$ cat src/rtl/fta_bus_pkg.sv
// Shared types and constants for the FTA I/O router.
// Contents: 32-bit command request/response structs, the router state
// encoding, the default device window base and the idle request value.
package fta_bus_pkg;

    typedef struct packed {
        logic        cyc;
        logic        stb;
        logic        we;
        logic [3:0]  sel;
        logic [7:0]  tid;
        logic [31:0] padr;
        logic [31:0] dat;
    } fta_cmd_request32_t;

    typedef struct packed {
        logic        ack;
        logic        err;
        logic [7:0]  tid;
        logic [31:0] adr;
        logic [31:0] dat;
        logic [3:0]  pri;
    } fta_cmd_response32_t;

    typedef enum logic [1:0] {
        IDLE  = 2'd0,
        ISSUE = 2'd1,
        WAIT  = 2'd2,
        ERR   = 2'd3
    } router_state_t;

    localparam logic [31:0] FTA_IO_BASE = 32'hFEE00000;

    // An idle channel parks its address at all-ones so no device decodes it.
    localparam fta_cmd_request32_t FTA_IDLE_REQ = '{
        cyc: 1'b0, stb: 1'b0, we: 1'b0, sel: 4'h0, tid: 8'h00,
        padr: 32'hFFFFFFFF, dat: 32'h0
    };

endpackage

$ cat src/rtl/fta_io_decode32.sv
// Combinational address decoder.
// Ports: padr (physical address in), hit (one-hot channel select),
//        idx (binary channel index), miss (no window matched).
// Overlapping windows resolve to the lowest channel number.
module fta_io_decode32 #(
    parameter int          CHANNELS = 2,
    parameter int          IW       = 1,
    parameter logic [31:0] CH_BASE [CHANNELS] = '{32'hFEE00000, 32'hFEE10000},
    parameter logic [31:0] CH_MASK [CHANNELS] = '{32'hFFFF0000, 32'hFFFF0000}
) (
    input  logic [31:0]         padr,
    output logic [CHANNELS-1:0] hit,
    output logic [IW-1:0]       idx,
    output logic                miss
);

    // Scan high to low so the lowest matching channel is written last.
    always_comb begin
        hit  = '0;
        idx  = '0;
        miss = 1'b1;
        for (int k = CHANNELS - 1; k >= 0; k--) begin
            if ((padr & CH_MASK[k]) == (CH_BASE[k] & CH_MASK[k])) begin
                hit    = '0;
                hit[k] = 1'b1;
                idx    = IW'(k);
                miss   = 1'b0;
            end
        end
    end

endmodule

$ cat src/rtl/fta_io_router32.sv
// Routes a 32-bit bridge request to one device channel and watches it
// with a timeout; unmapped or timed-out accesses produce err_resp.
// Ports: clk_i, rst_i (sync, active-high), req (from bridge),
//        chresp (device responses, tapped), ch_req (per-channel requests),
//        err_resp (one-cycle error response), busy (transaction outstanding).
//
// state | meaning
// IDLE  | waiting for a new request
// ISSUE | request latched; strobe presented to the channel next cycle
// WAIT  | cyc held, watchdog counting, waiting for matching ack/err
// ERR   | unmapped or timed out; error response presented next cycle
module fta_io_router32
    import fta_bus_pkg::*;
#(
    parameter int          CHANNELS = 2,
    parameter int          TIMEOUT  = 255,
    parameter logic [31:0] CH_BASE [CHANNELS] = '{32'hFEE00000, 32'hFEE10000},
    parameter logic [31:0] CH_MASK [CHANNELS] = '{32'hFFFF0000, 32'hFFFF0000}
) (
    input  logic                clk_i,
    input  logic                rst_i,
    input  fta_cmd_request32_t  req,
    input  fta_cmd_response32_t chresp   [CHANNELS],
    output fta_cmd_request32_t  ch_req   [CHANNELS],
    output fta_cmd_response32_t err_resp,
    output logic                busy
);

    localparam int             CW  = $clog2(TIMEOUT + 1);
    localparam int             IW  = (CHANNELS > 1) ? $clog2(CHANNELS) : 1;
    localparam logic [CW-1:0]  TMO = CW'(TIMEOUT);

    router_state_t       state, state_d;
    fta_cmd_request32_t  req_q;
    logic [IW-1:0]       ch_q;
    logic [CW-1:0]       cnt;
    logic                cyc_low_seen;
    logic [7:0]          last_tid;
    logic [CHANNELS-1:0] hit;
    logic [IW-1:0]       hit_idx;
    logic                miss;
    logic                new_req;
    logic                rsp_match;
    logic                tmo;
    logic                unused_bits;
    fta_cmd_request32_t  ch_req_d [CHANNELS];
    fta_cmd_response32_t err_resp_d;

    fta_io_decode32 #(
        .CHANNELS (CHANNELS),
        .IW       (IW),
        .CH_BASE  (CH_BASE),
        .CH_MASK  (CH_MASK)
    ) u_decode (
        .padr (req.padr),
        .hit  (hit),
        .idx  (hit_idx),
        .miss (miss)
    );

    // A level-held cyc with an unchanged tid is the same transaction.
    assign new_req = req.cyc & req.stb & (cyc_low_seen | (req.tid != last_tid));
    assign tmo     = (cnt == TMO);
    assign busy    = (state != IDLE);

    always_comb begin
        rsp_match = 1'b0;
        for (int k = 0; k < CHANNELS; k++) begin
            if ((IW'(k) == ch_q) && (chresp[k].ack | chresp[k].err) &&
                (chresp[k].tid == req_q.tid))
                rsp_match = 1'b1;
        end
    end

    always_comb begin
        unused_bits = ^hit;
        for (int k = 0; k < CHANNELS; k++)
            unused_bits = unused_bits ^ (^{chresp[k].adr, chresp[k].dat, chresp[k].pri});
    end

    always_ff @(posedge clk_i) begin
        if (rst_i) state <= IDLE;
        else       state <= state_d;
    end

    always_comb begin
        state_d = state;
        case (state)
            IDLE:    if (new_req) state_d = miss ? ERR : ISSUE;
            ISSUE:   state_d = WAIT;
            WAIT:    if (rsp_match) state_d = IDLE;
                     else if (tmo)  state_d = ERR;
            ERR:     state_d = IDLE;
            default: state_d = IDLE;
        endcase
    end

    // Outputs are registered, so each appears the cycle after its state.
    always_comb begin
        for (int k = 0; k < CHANNELS; k++) begin
            ch_req_d[k] = FTA_IDLE_REQ;
            if (IW'(k) == ch_q) begin
                if (state == ISSUE) begin
                    ch_req_d[k]     = req_q;
                    ch_req_d[k].cyc = 1'b1;
                    ch_req_d[k].stb = 1'b1;
                end else if (state == WAIT && !rsp_match && !tmo) begin
                    ch_req_d[k]     = req_q;
                    ch_req_d[k].cyc = 1'b1;
                    ch_req_d[k].stb = 1'b0;
                end
            end
        end
        err_resp_d = '0;
        if (state == ERR) begin
            err_resp_d.err = 1'b1;
            err_resp_d.tid = req_q.tid;
            err_resp_d.adr = req_q.padr;
        end
    end

    always_ff @(posedge clk_i) begin
        if (rst_i) begin
            req_q        <= FTA_IDLE_REQ;
            ch_q         <= '0;
            cnt          <= '0;
            cyc_low_seen <= 1'b1;
            last_tid     <= '0;
            err_resp     <= '0;
            for (int k = 0; k < CHANNELS; k++) ch_req[k] <= FTA_IDLE_REQ;
        end else begin
            if (state == IDLE && new_req) begin
                req_q        <= req;
                ch_q         <= hit_idx;
                last_tid     <= req.tid;
                cyc_low_seen <= 1'b0;
            end else if (!req.cyc) begin
                cyc_low_seen <= 1'b1;
            end
            if (state == ISSUE)              cnt <= '0;
            else if (state == WAIT && !tmo)  cnt <= cnt + 1'b1;
            ch_req   <= ch_req_d;
            err_resp <= err_resp_d;
        end
    end

endmodule

$ cat config.mk
export PLATFORM = sky130hd
export DESIGN_NAME = fta_io_router32
export DESIGN_NICKNAME = d
export VERILOG_FILES = /design/src/rtl/fta_bus_pkg.sv /design/src/rtl/fta_io_decode32.sv /design/src/rtl/fta_io_router32.sv
export SDC_FILE = /design/constraint.sdc
export NUM_CORES = 1
export LEC_CHECK = 0
export BUFFER_PORTS_ARGS = -buffer_cell sky130_fd_sc_hd__buf_2
export CELL_PAD_IN_SITES_DETAIL_PLACEMENT = 0
export CELL_PAD_IN_SITES_GLOBAL_PLACEMENT = 1
export CORE_ASPECT_RATIO = 0.75
export CORE_MARGIN = 8
export CORE_UTILIZATION = 33
export DETAILED_ROUTE_END_ITERATION = 7
export GPL_ROUTABILITY_DRIVEN = 1
export HOLD_SLACK_MARGIN = 0.12
export PLACE_DENSITY_LB_ADDON = 0.15
export SYNTH_ARGS = -nofsm -noshare
export SYNTH_HDL_FRONTEND = slang
export SYNTH_SLANG_ARGS = --single-unit
$ cat constraint.sdc
create_clock -name clk_i -period 2.22 [get_ports clk_i]
set_input_delay 0.222 -clock clk_i [delete_from_list [all_inputs] [get_ports clk_i]]
set_output_delay 0.222 -clock clk_i [all_outputs]
set_load 0.005 [all_outputs]
Word-level counts from Yosys, hierarchy flattened
Index checks and enable logic that the tools add are counted.

storage, ports and cells
  latch bits = 0
  bits in registers = 325
  RAM bits = 0
  input port bits = 237
  word-level logic and storage cells = 82
  output and inout port bits = 237
  memories = 0
  memory bits (read-only) = 0

cells by class
  multipliers = 0
  reductions and logical operators = 17
  shifts and indexed selects = 0
  magnitude comparators = 0
  equal/unequal tests = 12
  divide/modulo/power cells = 0
  bitwise logic cells = 7
  $add $sub $neg = 1
  muxes and demuxes = 16

operators with widths
  operator                                                         count
  79-bit 2-to-1 mux                                                2
  41-bit 2-to-1 mux                                                1
  16-bit == test, second input constant                            2
  8-bit == test                                                    2
  8-bit by 1-bit adder with 8-bit output, second input constant    1
  8-bit == test, second input constant                             1
  1-bit logical AND                                                8
  1-bit 2-to-1 mux                                                 8
  2-bit 2-to-1 mux                                                 4
  8-bit != test                                                    1
  2-bit case mux with 4 select lines                               1
  2-bit OR reduction                                               4
  2-bit == test, second input constant                             2
  3-bit != test, second input constant                             1
  1-bit OR                                                         3
  1-bit AND                                                        2
  2-bit by 1-bit == test with 1-bit output, second input constant  1
  1-bit logical NOT                                                2
  2-bit logical NOT                                                1
  2-bit by 1-bit != test with 1-bit output, second input constant  1
  2-bit != test, second input constant                             1
  1-bit NOT                                                        2
  2-bit AND reduction                                              1
  2-bit nonzero test                                               1

Depth between registers and ports, before layout
Gate-level depths: netlist of run 1.

  depth in word-level cells = 10
  mapped depth = 9
  depth with buffers taken out = 6

Cells and area by module
Synthesis of run 1 repeated with hierarchy kept, for this count alone.

second synthesis, totals
  cells, all modules = 977
  area, all modules = 9,502.9 µm²

by module, submodules not included
  module           sequential area each (µm²)  cells each  instances  area each (µm²)
  fta_io_router32  5,765.5                     968         1          9,432.8
  fta_io_decode32  0.0                         9           1          70.1

Worst setup path after synthesis of run 1
No wires, ideal clock.

  kind = register to register
  start point = register, netlist name last_tid[7]
  end point = register ch_req[143] (netlist name)
  library setup time = 0.115 ns
  arrival time = 1.624 ns
  buffers on the path = 3
  clock period less this slack = 1.739 ns
  slack = 0.481 ns
  stages on the path, launching flop included = 9
  data required time = 2.105 ns
  cells stage by stage = dfxtp_1 -> buf_2 -> xnor2_1 -> o21ai_0 -> nor4_1 -> o21bai_2 -> buf_4 -> buf_2 -> and2_1

RTL lines
  element               RTL line                text
  to (signal assigned)  fta_io_router32.sv:142  ch_req <= ch_req_d;
  to (decl)             fta_io_router32.sv:24   output fta_cmd_request32_t ch_req [CHANNELS],

Worst setup path after layout of run 1
  start point = register cnt[0]
  end point = register ch_req[41] (netlist name)

between the ends
  cells in the longest elaborated chain, start to end = 5

RTL lines
  element                 RTL line                text
  from (decl)             fta_io_router32.sv:36   logic [CW-1:0] cnt;
  from (signal assigned)  fta_io_router32.sv:141  else if (state == WAIT && !tmo) cnt <= cnt + 1'b1;
  8-bit == test           fta_io_router32.sv:63   assign tmo = (cnt == TMO);
  1-bit logical NOT       fta_io_router32.sv:107  end else if (state == WAIT && !rsp_match && !tmo) begin
  1-bit logical AND       fta_io_router32.sv:107
  79-bit 2-to-1 mux       fta_io_router32.sv:107
  79-bit 2-to-1 mux       fta_io_router32.sv:103  if (state == ISSUE) begin

Every way passes these cells.
A chain may end at the register's enable or synchronous reset.

==> reports/results.ini, run 1 <==
[power_and_ir_drop]
switchingPower_mw=2.418
leakage_nw=5.597
p_int_mw=8.395
ir_drop_mv=0.6004
p_sw_share_pct=22.36
power_mw=10.81
power_density_mw_per_mm2=843.8
power_frac_seq_pct=49.4
clockPowerShare_pct=44.4
pwr-share-comb_pct=6.2

[drt]
via_per_inst=4.188
ant_nets=0
wl_mm=27.27
firstDrtPassIters=4
drt_iter0_drc=258
vias=6982
wl_per_cell_um=16.36
drc=0

[die]
rows=53
initial_core_util_pct=33.27
die_x_um=209.5
die_height_um=161.1
die_area_mm2=0.03376
coreArea_mm2=0.02785
ios=474

[place]
placed_cell_area_mm2=0.01106
io_buffers=300
gp_congestion=0.7472
pre_cts_slack_ns=0.2210
dpl.hpwl_mm=18.84
dp_cells=1533

[synthesis]
postSynthCellCount=914
synth_fa_ha_area_share_pct=0.1350
yosysTopAreaCellShare_pct=62.21
ys_types=35
synthArstFlopShare_pct=0
avgSynthCellArea_um2=10.14
netlist_area_mm2=0.009268
yosys.area_share.xor_xnor_pct=2.835
yosysSeqAreaShare_pct=62.21
synth_edf_count=0
synth_top_family_by_area=simple AND/OR/NAND/NOR gates
yosysTopAreaCell=dfxtp_1
synth-compound-area-share_pct=3.699
yosys.area_share.simple_pct=24.57
ys_seq_elements=288
muxShareOfSynthArea_pct=0.1080
synth_ff_type=dfxtp_1
yosys_warnings=0
yosys-top-cells-area=dfxtp_1, and2_1, nand2b_1, nand2_1, nor3_1

[clock_network]
clk_latency_ns=0.55
cts_tree=built
cts_resized=0
cts-root-buf=clkbuf_16
post_cts.repair.setup_buffers=0
clock_path_buffers=3
cts_buffers=29
cts.sinks=288
hold_buffers=80
htreeDepth=1
path_clk_slew_ns=0.06

[layout]
syn_to_final_growth_pct=38.26
postLayoutCoreUtil_pct=46.01
post_route_cells_drive_above_1_share_pct=28.80
instances_no_fill=1667
post-route-cell-area_mm2=0.01281
nets=1525

[global_route]
grt_overflow_total=0
grt_max_degree=60
grt_pass1_wl_mm=42.71
met2_usage_pct=25.27
grt_usage_pct=15.69
use_met3_pct=5.132
top_usage_layer=met2
grt_pass1_vias=7279
antenna_found_initial=1
met1_usage_pct=20.05

[sta]
rsz0062_at_grt=no
timing.final.ws_setup_ns=0.2181
fin_tns_setup_ns=0
finalClockSkew_ns=0.01391
setup_viol=0
tightest_slew_ns=0.7061
finalCriticalPeriod_ns=2.002
slew_headroom_pct=52.93
hold_viol=0
slew_viol_final=0
post-route-period-util_pct=90.18
fmax_mhz=499.5
whs_ns=0.4003

[worst_setup_path]
crit_path_end_kind=register
cp-start-kind=register
cp_data_arrival_time_ns=2.43
path_class=register to register
cp.required_ns=2.65
path_max_fanout=26

[job]
max_cap_violations=0

[hold_path]
hold_path.class=input pin to register

[outcome]
status=finished, final reports clean

==> kinds of logic after synthesis <==
family,after synthesis
compound gates,59
xor+xnor,30
fa+ha+maj,1
buf+inv,102
flops,288
mux,1
other cells,1
simple gates,432
==> critical path, stage by stage, from the launching register on <==
cell	delay, ns
dfxtp_1	0.34
ha_1	0.24
nand3_1	0.13
o21bai_1	0.10
buf_4	0.15
o41ai_4	0.38
buf_4	0.41
nand2b_1	0.11
==> cell usage in the layout (no fill, tap or decap), types with 4 or more instances in the layout <==
cell type and count:
a21oi_1 48, and2_1 130, buf_12 6, buf_2 299
buf_4 18, clkbuf_1 6, clkbuf_16 29, clkbuf_8 8
clkinv_2 4, conb_1 37, dfxtp_1 288, dlygate4sd3_1 80
inv_1 5, nand2_1 96, nand2b_1 67, nand3_1 7
nand4_1 4, nor2_1 42, nor3_1 71, o21ai_0 4
xnor2_1 21, xor2_1 9
==> cell type report <==
class,instances,area [um2]
Antenna cell,1,2.502
Clock buffer,43,858.3
Clock inverter,10,92.59
Fill cell,2755,15040
Inverter,5,18.77
Multi-Input combinational cell,560,3077
Sequential cell,288,5766
Tap cell,357,446.7
Timing Repair Buffer,403,2552
==> final timing paths <==
path,start,end,slack (ns),cells after the start
worst min-delay path,chresp[71],state[1],0.40,7
worst min register to register,req_q[29],req_q[29],0.46,2
worst max register to register,cnt[0],ch_req[41],0.22,7
worst max-delay path,cnt[0],ch_req[41],0.22,7
==> per-layer routing <==
layer | vias to the layer above | wire, um
met1 | 3157 | 12330
met5 | - | 0
met2 | 210 | 12220
met3 | 45 | 2041
li1 | 3570 | -
met4 | 0 | 679
==> Yosys cell counts, types with 3 or more instances <==
master,number
dfxtp_1,288
inv_1,5
and2_1,130
nand2_1,96
nand2b_1,67
nor4_1,3
clkbuf_1,29
nor3_1,71
xor2_1,9
nor2_1,43
or3_1,3
buf_2,21
o21ai_0,4
a21oi_1,48
nand3_1,7
buf_4,41
xnor2_1,21
buf_6,4
nand4_1,4
==> state kept, by name, indices dropped and copies added (netlist names) <==
register	cells
ch_q	1
ch_req	158
cnt	8
cyc_low_seen	1
err_resp	41
last_tid	8
req_q	69
state	2
==> power groups by stage <==
stage | sequential [mW] | combinational, mW | clock [mW]
global placement | 5.46 | 0.554 | 0
detailed placement | 5.46 | 0.560 | 0
CTS | 5.34 | 0.677 | 4.97
floorplan | 5.43 | 0.362 | 0
global route | 5.36 | 0.741 | 5.20
finish | 5.34 | 0.665 | 4.80
Note: power is estimated with default switching activity, not from simulation.
==> run 2, diff against run 1 <==
- ABC_AREA: default -> 1
- CORE_UTILIZATION: 33 -> 32
==> run 2 against run 1 <==
Against the previous run:
- design area up 1.1%
- clock-buffer cell count unchanged
- critical endpoint is now req_q[39]
- worst setup slack better by 0.071 ns
- sequential power up 3%
- worst hold slack worse by 0.17 ns
- sequential share of layout area down 0.48 points
- largest power group unchanged
- register-to-register slack better by 0.07 ns
- largest cell class unchanged
- global-route usage down 0.33 points
==> reports/results.ini, run 2 <==
[synthesis]
ys_seq_elements=288  ; unchanged
postSynthCellCount=1101  ; +20%
synthArstFlopShare_pct=0  ; unchanged
netlist_area_mm2=0.009378  ; +1.2%
synth_commonest_cells=dfxtp_1, nand2_1, nor2_1
synth.most_common_cell=dfxtp_1
synth_ff_type=dfxtp_1
yosys-top-cells-area=dfxtp_1, nand2_1, nor2_1, inv_1, buf_4
yosysSeqAreaShare_pct=61.48  ; -0.73 points
yosys_warnings=0  ; unchanged
yosysTopAreaCell=dfxtp_1
yosysTopAreaCellShare_pct=61.48  ; -0.73 points
avgSynthCellArea_um2=8.517  ; -16%
ys_types=30  ; -14%
synth_edf_count=0  ; unchanged

[sta]
slew_viol_final=0  ; unchanged
slew_headroom_pct=64.52  ; +12 points
finalClockSkew_ns=0.01482  ; +0.0009103 ns
whs_ns=0.2329  ; -0.1674 ns
tightest_slew_ns=0.5322  ; -0.1739 ns
fmax_mhz=517.8  ; +3.7%
hold_viol=0  ; unchanged
finalCriticalPeriod_ns=1.931  ; -0.07059 ns
rsz0062_at_grt=no
setup_viol=0  ; unchanged
timing.final.ws_setup_ns=0.2887  ; +0.07059 ns
post-route-period-util_pct=87.00  ; -3.2 points
fin_tns_setup_ns=0  ; unchanged

[layout]
multi_input_area_mm2=0.002745  ; -11%
postLayoutCoreUtil_pct=44.68  ; -1.3 points
largest_reg_flops=158  ; unchanged
instances_no_fill=1901  ; +14%
final_common_cell=buf_2
mostFrequentLayoutCells=buf_2, dfxtp_1, nand2_1
reg_top3=ch_req (158), req_q (69), err_resp (41)
post_route_cells_drive_above_1_share_pct=25.20  ; -3.6 points
syn_to_final_growth_pct=38.11
fillers=2916  ; +5.8%
regMostFlops=ch_req
nets=1723  ; +13%
seqCellArea_mm2=0.005766  ; unchanged
post-route-cell-area_mm2=0.01295  ; +1.1%

[drt]
drc=0  ; unchanged
drt_iter0_drc=386  ; +50%
wl_mm=28.14  ; +3.2%
wl_per_cell_um=14.80  ; -9.5%
ant_nets=0  ; unchanged
vias=7544  ; +8.0%
firstDrtPassIters=4  ; unchanged
via_per_inst=3.968  ; -5.3%

[hold_path]
hold_path.class=input pin to register
hold_start=req[77]

[global_route]
met1_usage_pct=20.11  ; +0.064 points
grt_pass1_vias=7485  ; +2.8%
grt_max_degree=46  ; -23%
grt_overflow_total=0  ; unchanged
grt_usage_pct=15.36  ; -0.33 points
grt_pass1_wl_mm=42.68  ; about the same
top_usage_layer=met2
met2_usage_pct=24.04  ; -1.2 points
antenna_found_initial=7  ; +6
use_met3_pct=5.092  ; -0.040 points

[die]
die_area_mm2=0.03510  ; +4.0%
coreArea_mm2=0.02899  ; +4.1%
initial_core_util_pct=32.35  ; -0.92 points
die_height_um=164.3  ; +1.9%
ios=474  ; unchanged
die_x_um=213.7  ; +2.0%
rows=54  ; +1.9%

[power_and_ir_drop]
power_mw=11.83  ; +9.4%
ir_drop_mv=0.5649  ; -5.9%
leakage_nw=6.556  ; +17%
power_density_mw_per_mm2=913.4  ; +8.2%

[place]
dp_cells=1764  ; +15%
io_buffers=300  ; unchanged
pre_cts_slack_ns=0.2384  ; +0.01733 ns
placed_cell_area_mm2=0.01112  ; +0.54%
dpl.hpwl_mm=20.34  ; +8.0%
gp_congestion=0.7300  ; -2.3%

[worst_setup_path]
crit_path_end_kind=register
path_buf_inv=3  ; +1
r2r_start=last_tid[6]
path_cells=inv_1 > nand2_1 > nand2_1 > nand2_1 > nor2_1 > nand3_1 > nand3_4 > inv_1 > buf_4 > nand2_1 > nand3_1
crit_slowest_cell=dfxtp_1
cp_data_arrival_time_ns=2.33  ; -0.10 ns
cp.required_ns=2.62  ; -0.03 ns
cp_slowest_stage_delay_ns=0.35  ; -0.06 ns
crit_start=last_tid[6]
path_max_fanout=33  ; +27%
crit_family=simple AND/OR/NAND/NOR gates
crit_top_cell=nand2_1
cp-start-kind=register
path_class=register to register

[clock_network]
cts_tree=built
path_clk_slew_ns=0.06  ; about the same
cts.sinks=288  ; unchanged
cts-root-buf=clkbuf_16
htreeDepth=1  ; unchanged
cts_buffers=29  ; unchanged
clock_path_buffers=3  ; unchanged
clk_latency_ns=0.54  ; about the same

[outcome]
status=finished, final reports clean

[job]
max_cap_violations=0  ; unchanged

==> run 2: cell count changes after synthesis, sizes merged, moves of 4 or more <==
cell    change
nor2      +205
nand2     +195
and2      -130
inv       +104
nor3       -68
nand2b     -67
a21oi      -39
nand3      +37
clkbuf     -17
xnor2      -13
nor4        -5
nand4       +4
xor2        -4
==> run 2: worst paths after layout <==
kind | end | slack, ns | cells after the start
max | req_q[39] | 0.29 | 11
min | state[1] | 0.23 | 7
max reg2reg | req_q[39] | 0.29 | 11
min reg2reg | cnt[4] | 0.46 | 2
==> run 2: worst min-delay path: cells and delay by family <==
kind                   cells  cell delay, ns
buffers and inverters      2            0.19
and+or+nand+nor            5            0.33
==> run 2: final cells by class <==
class / instances / area share, %
flip-flops and latches: 288 / 44.52
inverters: 110 / 3.314
clock buffers: 43 / 6.705
multi-input cells: 659 / 21.20
diodes: 5 / 0.09661
repair buffers: 397 / 19.32
well taps: 392 / 3.787
clock inverters: 7 / 1.063
==> run 2: routing by layer <==
layer  wire length (um)  vias to the layer above
li1                   -                     3977
met1              12760                     3305
met2              12340                      211
met3               2344                       47
met4                681                        4
met5                 18                        -
==> run 2: timing repair <==
action,4_1_cts,5_1_grt
setup buffers,0,3
hold buffers,79,0
resized for setup,0,0
endpoints found under the setup margin,0,31
endpoints found under the hold margin,81,0
==> run 2: cell families after synthesis <==
kind of cell    share of synthesized area (%)
flops                                   61.48
other cells                           0.03999
xor+xnor                                1.214
simple gates                            25.60
buf+inv                                 10.77
fa+ha+maj                              0.1334
compound gates                         0.7605
==> run 2: report_power, final <==
| part | switching (mW) | internal, mW | leakage (nW) | total, mW |
|---|---|---|---|---|
| Combinational | 0.751 | 0.480 | 3.72 | 1.23 |
| Sequential | 0.0878 | 5.40 | 2.34 | 5.48 |
| Clock | 1.97 | 3.14 | 0.493 | 5.12 |
==> run 3, diff against run 2 <==
- CORE_UTILIZATION: 32 -> 30
- CTS_BUF_LIST: default -> sky130_fd_sc_hd__clkbuf_8
==> run 3 against run 2 <==
Against the previous run:
- clock-buffer cell count grew 18
- clock power shrank 10%
- sequential cell count is the same
- highest routed layer unchanged
- critical endpoint is now ch_req[118]
==> reports/results.ini, run 3 (same netlist as run 2, synthesis figures left out) <==
[outcome]
status=finished, final reports clean

[place]
gp_congestion=0.7500  ; +2.7%
dpl.hpwl_mm=20.32  ; -0.12%
dp_cells=1777  ; +0.74%
io_buffers=300  ; unchanged

[layout]
postLayoutCoreUtil_pct=41.48  ; -3.2 points
mostFrequentLayoutCells=buf_2, dfxtp_1, nand2_1
post_route_cells_drive_above_1_share_pct=26.06  ; +0.86 points
syn_to_final_growth_pct=37.29
regMostFlops=ch_req
reg_top3=ch_req (158), req_q (69), err_resp (41)
instances_no_fill=1938  ; +1.9%
largest_reg_flops=158  ; unchanged
final_common_cell=buf_2
nets=1736  ; +0.75%

[clock_network]
post_cts.repair.setup_buffers=0  ; unchanged
clk_latency_ns=0.56  ; +0.02 ns
clock_path_buffers=3  ; unchanged
cts_resized=0  ; unchanged
cts_buffers=46  ; +59%
hold_buffers=79  ; unchanged
cts.sinks=288  ; unchanged
path_clk_slew_ns=0.06  ; about the same
cts_tree=built
cts-root-buf=clkbuf_8
htreeDepth=2  ; +1

[power_and_ir_drop]
clockPowerShare_pct=40.7  ; -2.5 points
power_density_mw_per_mm2=879.2  ; -3.7%
ir_drop_mv=0.7209  ; +28%
p_sw_share_pct=25.52  ; +1.7 points
switchingPower_mw=2.888  ; +2.7%
power_frac_seq_pct=48.5  ; +2.2 points
p_int_mw=8.431  ; -6.5%
pwr-share-comb_pct=10.8  ; +0.4 points
leakage_nw=6.586  ; +0.46%

[drt]
vias=7643  ; +1.3%
drc=0  ; unchanged
ant_nets=0  ; unchanged
firstDrtPassIters=5  ; +1
wl_mm=28.67  ; +1.9%
via_per_inst=3.944  ; -0.62%
drt_iter0_drc=355  ; -8.0%
wl_per_cell_um=14.79  ; about the same

[sta]
setup_viol=0  ; unchanged
whs_ns=0.2043  ; -0.02860 ns
hold_viol=0  ; unchanged
post-route-period-util_pct=84.41  ; -2.6 points
finalClockSkew_ns=0.02194  ; +0.007124 ns
fin_tns_setup_ns=0  ; unchanged
slew_viol_final=0  ; unchanged
rsz0062_at_grt=no
finalCriticalPeriod_ns=1.874  ; -0.05751 ns
fmax_mhz=533.7  ; +3.1%

[worst_setup_path]
cp.required_ns=2.64  ; +0.02 ns
rrSetupSlack_ns=0.35  ; +0.06 ns
rr_worst_depth=11  ; unchanged
r2r_start=last_tid[4]
reg2reg_to=ch_req[118]
path_max_fanout=33  ; unchanged
cp-start-kind=register
crit_path_end_kind=register
path_class=register to register
cp_data_arrival_time_ns=2.29  ; -0.04 ns

[global_route]
antenna_found_initial=6  ; -1
grt_usage_pct=15.19  ; -0.18 points
grt_pass1_vias=7932  ; +6.0%
grt_max_degree=61  ; +33%
grt_pass1_wl_mm=44.86  ; +5.1%
grt_overflow_total=0  ; unchanged

[job]
max_cap_violations=0  ; unchanged

[hold_path]
hold_path_depth=7  ; unchanged
hold_path.class=input pin to register
hold_end=state[1]
hold_start=req[77]

[die]
rows=56  ; +3.7%
ios=474  ; unchanged
die_height_um=169.1  ; +3.0%
die_area_mm2=0.03723  ; +6.1%
die_x_um=220.2  ; +3.0%
initial_core_util_pct=30.21  ; -2.1 points
coreArea_mm2=0.03104  ; +7.1%

run 3: changes by cell type in the layout (fill, tap and decap cells not counted):
cell,delta
clkbuf_8,+52
clkbuf_16,-29
inv_1,+12
clkbuf_1,-5
buf_4,-4
clkinv_2,+4
diode_2,-4
bufinv_16,-3
run 3: area by class of cell:
cell class | instances | area, um2
clock buffer | 61 | 839.6
inverter | 110 | 429.2
multi-input combinational | 659 | 2745
antenna | 1 | 2.502
clock inverter | 20 | 112.6
sequential | 288 | 5766
fill | 3278 | 18160
timing repair buffer | 393 | 2472
tap | 406 | 508.0
run 3: worst max-delay path, stage by stage, from the launching register on:
cell	delay, ns
dfxtp_1	0.38
inv_1	0.16
nand2_1	0.09
nand2_1	0.06
nand2_1	0.07
nor2_1	0.04
nand3_1	0.13
nand3_4	0.11
nand2_4	0.13
nand2_8	0.15
inv_6	0.29
nand2_1	0.09
run 3: worst max-delay path by stage:
stage	from	to	slack, ns	cells after the start
floorplan	cnt[0]	ch_req[70]	0.65	9
global placement	last_tid[4]	ch_req[136]	0.31	11
detailed placement	last_tid[6]	req_q[12]	0.30	11
CTS	last_tid[6]	req_q[12]	0.30	11
global route	last_tid[0]	req_q[9]	0.06	10
finish	last_tid[4]	ch_req[118]	0.35	11
run 3: metrics by stage:
| stage | cell area (um2) | total power, mW | setup WS (ns) |
|---|---|---|---|
| CTS | 12870 | 11.55 | 0.2972 |
| global placement | 11130 | 6.716 | 0.3109 |
| detailed placement | 11130 | 6.723 | 0.3047 |
| floorplan | 9513 | 6.367 | 0.6489 |
| global route | 12870 | 11.97 | 0.06283 |
| finish | 12870 | 11.32 | 0.3462 |
run 3: per-layer routing:
layer  GRT usage [%]  share of wire [%]  up-vias  wire length (um)
li1                -                  -     3991                 -
met1           19.05                 45     3364             12890
met2           23.65                 44      223             12550
met3           5.903                8.6       55              2476
met4           5.128                2.4       10               685
met5               0               0.22        -                64
run 3: power by group through the flow:
stage | combinational, mW | sequential (mW) | clock [mW]
final | 1.22 | 5.49 | 4.61
after global routing | 1.41 | 5.51 | 5.06
after CTS | 1.25 | 5.49 | 4.82
after detailed placement | 1.12 | 5.60 | 0
after global placement | 1.12 | 5.60 | 0
after floorplan | 0.775 | 5.59 | 0
